## src/rtl/instr_fetch.sv

```systemverilog
// instr_fetch: MIPS fetch unit; Avalon-style read, held instr, redirects applied after the delay slot.
// Optional INSTR_FETCH_ALIGN_CHECK_EN: a misaligned next_pc halts with fault instead of being truncated.
module instr_fetch #(
    parameter logic [31:0] RESET_VECTOR = 32'hBFC00000,
    parameter logic [31:0] HALT_ADDR    = 32'h00000000
) (
    input  logic        clk,
    input  logic        reset_n,
    output logic [31:0] address,
    output logic        read,
    input  logic        waitrequest,
    input  logic [31:0] readdata,
    output logic [31:0] instr,
    output logic        instr_valid,
    input  logic        instr_ready,
    output logic [5:0]  op,
    output logic [5:0]  funct,
    output logic [4:0]  dest,
    output logic [31:0] pc,
    input  logic        pcsrc,
    input  logic [31:0] branch_target,
    input  logic        jump,
    input  logic [31:0] jump_target,
    output logic        active
`ifdef INSTR_FETCH_ALIGN_CHECK_EN
    ,
    output logic        fault
`endif
);
    localparam logic [1:0] S_RESET  = 2'd0;
    localparam logic [1:0] S_FETCH  = 2'd1;
    localparam logic [1:0] S_HOLD   = 2'd2;
    localparam logic [1:0] S_HALTED = 2'd3;

    logic [1:0]  state_q, state_d;
    logic [31:0] pc_q, pc_d, instr_q, instr_d, target_q, target_d;
    logic        pending_q, pending_d;
    logic [31:0] raw_pc, next_pc;
    logic        redirect, stop;

    assign raw_pc   = pending_q ? target_q : pc_q + 32'd4;
    assign redirect = pcsrc | jump;
`ifdef INSTR_FETCH_ALIGN_CHECK_EN
    logic fault_q;
    assign next_pc = raw_pc;
    assign stop    = (|raw_pc[1:0]) | (next_pc == HALT_ADDR);
    assign fault   = fault_q;
`else
    assign next_pc = raw_pc & ~32'd3;
    assign stop    = next_pc == HALT_ADDR;
`endif

    always_comb begin
        state_d   = state_q;
        pc_d      = pc_q;
        instr_d   = instr_q;
        pending_d = pending_q;
        target_d  = target_q;
        case (state_q)
            S_RESET: state_d = S_FETCH;
            S_FETCH: begin
                if (!waitrequest) begin
                    state_d = S_HOLD;
                    instr_d = readdata;
                end
            end
            S_HOLD: begin
                if (instr_ready) begin
                    // a redirect seen while a target is pending belongs to the delay slot and is dropped
                    pending_d = !pending_q && redirect;
                    if (!pending_q && redirect) target_d = jump ? jump_target : branch_target;
                    state_d = stop ? S_HALTED : S_FETCH;
                    pc_d    = stop ? pc_q : next_pc;
                end
            end
            default: ;
        endcase
    end

    always_ff @(posedge clk or negedge reset_n) begin
        if (!reset_n) begin
            state_q   <= S_RESET;
            pc_q      <= RESET_VECTOR;
            instr_q   <= 32'd0;
            pending_q <= 1'b0;
            target_q  <= 32'd0;
        end else begin
            state_q   <= state_d;
            pc_q      <= pc_d;
            instr_q   <= instr_d;
            pending_q <= pending_d;
            target_q  <= target_d;
        end
    end

`ifdef INSTR_FETCH_ALIGN_CHECK_EN
    always_ff @(posedge clk or negedge reset_n) begin
        if (!reset_n) fault_q <= 1'b0;
        else if (state_q == S_HOLD && instr_ready && |raw_pc[1:0]) fault_q <= 1'b1;
    end
`endif

    assign address     = pc_q;
    assign pc          = pc_q;
    assign read        = state_q == S_FETCH;
    assign instr_valid = state_q == S_HOLD;
    assign active      = state_q != S_HALTED;
    assign instr       = instr_q;
    assign op          = instr_q[31:26];
    assign funct       = instr_q[5:0];
    assign dest        = instr_q[20:16];
endmodule

```

## config.mk

```make
export PLATFORM = sky130hd
export DESIGN_NAME = instr_fetch
export DESIGN_NICKNAME = d
export VERILOG_FILES = /design/src/rtl/instr_fetch.sv
export SDC_FILE = /design/constraint.sdc
export NUM_CORES = 1
export LEC_CHECK = 0
export ABC_AREA = 1
export ABC_CLOCK_PERIOD_IN_PS = 2110
export CORE_MARGIN = 5
export CORE_UTILIZATION = 41
export DETAILED_ROUTE_END_ITERATION = 10
export PLACE_DENSITY_LB_ADDON = 0.15
export SLEW_MARGIN = 20
export SYNTH_ARGS = -nofsm -noshare
export SYNTH_HDL_FRONTEND = slang
export SYNTH_SLANG_ARGS = --single-unit
```

## constraint.sdc

```tcl
create_clock -name clk -period 2.11 [get_ports clk]
set_clock_uncertainty 0.2 [all_clocks]
set_input_delay 0.3165 -clock clk [delete_from_list [all_inputs] [get_ports clk]]
set_output_delay 0.3165 -clock clk [all_outputs]
set_load 0.02 [all_outputs]
```

==> flow_summary.toml <==
[outcome]
status = "finished with violations"
violations = "setup timing"

[worst_setup_path]
worst_r2r_path_depth = 17
r2r_start = "address[2]"
crit_type = "reg2reg"
reg2reg_slack_ns = -0.44
crit_path_end_kind = "register"
required_ns = 2.21
critPathLaunch = "address[2]"
timing.rr.end = "address[24]"
crit_arrival_ns = 2.64
cp_max_fo = 6
startpoint_type = "register"

[grt]
antenna_found_initial = 0
grt_max_degree = 61
grt_usage_pct = 20.77
grt_first_pass_wirelength_mm = 27.96
grt_overflow_total = 0
grt_util_met1_pct = 29.13
grt_use_met2_pct = 32.77
grt_busiest_layer = "met2"
grt_util_met3_pct = 3.537
grt_pass1_vias = 5567

[placement]
dpl-instance-area_um2 = 8756
io_buffers = 209
finalWeightedCongestion = 0.8727
pre_cts_ws_ns = -0.4189
dpl.hpwl_mm = 14.12

[layout]
final_layout_size_suffix_gt1_share_pct = 26.86
fillers = 1243
areaGrowthSynthToFinish_pct = 58.23
final_nets = 1194
final_util_pct = 65.79
n_antenna_cell = 0
finish.instance_area_um2 = 9489

[cts]
cts_tree = "built"
numClockSinks = 95
clockRootBuffer = "clkbuf_16"
cts_buffers = 9
cts.reportedPaths.clkPinSlew_ns = 0.07
cts.path.max_buffers = 2
clk_latency_ns = 0.35
h-tree-depth = 3

[timing]
finalSetupViolCount = 31
setup_ws_ns = -0.4350
max_freq_ghz = 0.3929
rsz0062_at_grt = "true"
drv_slew = 0
fin_crit_ns = 2.545
whs_ns = 0.1976
timing.final.crit_share_pct = 120.6
hold_violations = 0

[drt]
post_drt_wl_per_cell_um = 14.44
drc = 0
routed_via_density = 4.737
num_vias = 6040
drt_wl_total_mm = 18.42
first_pass_iters = 5
detail_route.iter0.violations = 380
drtAntennaViolNets = 0

[synth]
synth_seq_cells = 95
synthDominantCellAreaShare_pct = 35.89
ys_top_cells_by_count = "nand2_1 (259), dfrtp_1 (86), inv_1 (79)"
synth_flop_cell = "dfrtp_1"
synth_area_um2 = 5997
syn_inst = 808
yosysSeqAreaShare_pct = 39.83
yosysMostFrequentCell = "nand2_1"
synth_warnings = 0
yosysTopAreaCell = "dfrtp_1"
syn_avg_cell_area_um2 = 7.422
synth_cell_types = 34
synthArstFlopShare_pct = 100.0
synth_edf_count = 0
synth_area_leaders = "dfrtp_1 (36%), nand2_1 (16%), buf_4 (6.4%)"

[floorplan]
start_util_pct = 41.58
dieArea_um2 = 17150
die_h_um = 130.9
die-width_um = 130.9
ios = 218
rows = 44
placeableCoreArea_um2 = 14420

[hold_path]
min_path_type = "in2async"

[power]
ir_worst_vdd_mv = 0.5462
finalPower_uw = 13490
p_leak_uw = 0.004543
powerDensity_nw_per_um2 = 1422

[flow_run]
maxCapViolCount = 0
-- routing by layer --
metal | wire [µm] | part of all wire, %
met1 | 7911 | 43
met2 | 8796 | 48
met3 | 1411 | 7.7
met4 | 296 | 1.6
met5 | 0 | 0
-- where the power goes --
group	switching, µW	total [µW]	internal [µW]
logic	4220	8370	4150
registers	680	3460	2780
clock network	707	1660	954
-- cells in the final DEF, fill, tap and decap left out, types with 11 or more instances in the layout --
master / instances
buf_4: 128
nand3_1: 59
clkdlybuf4s50_1: 182
nand3b_1: 17
o21ai_0: 51
clkbuf_16: 11
nand2_1: 222
o211ai_1: 14
mux2_2: 32
nand2_2: 35
nor2_1: 36
dfrtp_1: 80
dlygate4sd2_1: 20
nor2_2: 19
inv_1: 79
-- sequential cells by signal (all words and copies together), names as in the netlist --
name / flops
instr: 32
pending_q: 1
state_q: 2
target_q: 30
address: 30
-- per-stage QoR --
step,instances,setup TNS [ns]
final,1275,-12.69
after global routing,1275,-17.89
after CTS,1269,-9.336
after detailed placement,1241,-11.75
after global placement,1241,-10.34
after floorplan,811,-4.971
-- how the worst max path moves through the flow --
stage                  endpoint  cells past startpoint
global placement    address[21]                     14
floorplan            address[2]                     17
global route         address[6]                     16
CTS                 address[23]                     16
detailed placement  address[21]                     14
finish              address[24]                     17
-- final cells by class --
class | instances | area (µm²) | share of cell area, %
timing repair buffer | 347 | 3211 | 33.83
multi-input combinational | 544 | 3012 | 31.74
sequential | 95 | 2396 | 25.25
inverter | 89 | 340.3 | 3.586
clock buffer | 11 | 242.7 | 2.558
tap | 184 | 230.2 | 2.426
clock inverter | 5 | 57.56 | 0.6065
-- timing repair --
item                       4_1_cts  5_1_grt
hold endpoints to repair        58        0
hold buffers                     1        0
pin swaps                        6        9
resized for setup               49       60
setup endpoints to repair       52       36
gates cloned                     0        3
buffers inserted                11        4
-- kinds of logic after synthesis --
family / after synthesis / share of synthesized area, %
simple gates: 420 / 30.67
buf+inv: 172 / 14.48
flops: 95 / 39.83
fa+ha+maj: 6 / 1.252
other cells: 1 / 0.06253
mux: 33 / 6.176
compound gates: 81 / 7.532
-- worst max-delay path, cell delays in order (launching register included) --
cell	delay [ns]
dfrtp_2	0.44
ha_4	0.19
nand2_4	0.08
nor2_8	0.06
buf_6	0.12
nand3_4	0.06
inv_4	0.04
buf_4	0.12
nand3b_1	0.09
nand2_2	0.07
mux2i_2	0.19
nand2_1	0.10
nor2_2	0.15
nand3_4	0.16
nand2_8	0.15
clkbuf_16	0.17
nand2_2	0.05
nand2_2	0.05
Note: power is estimated with default switching activity, not from simulation.
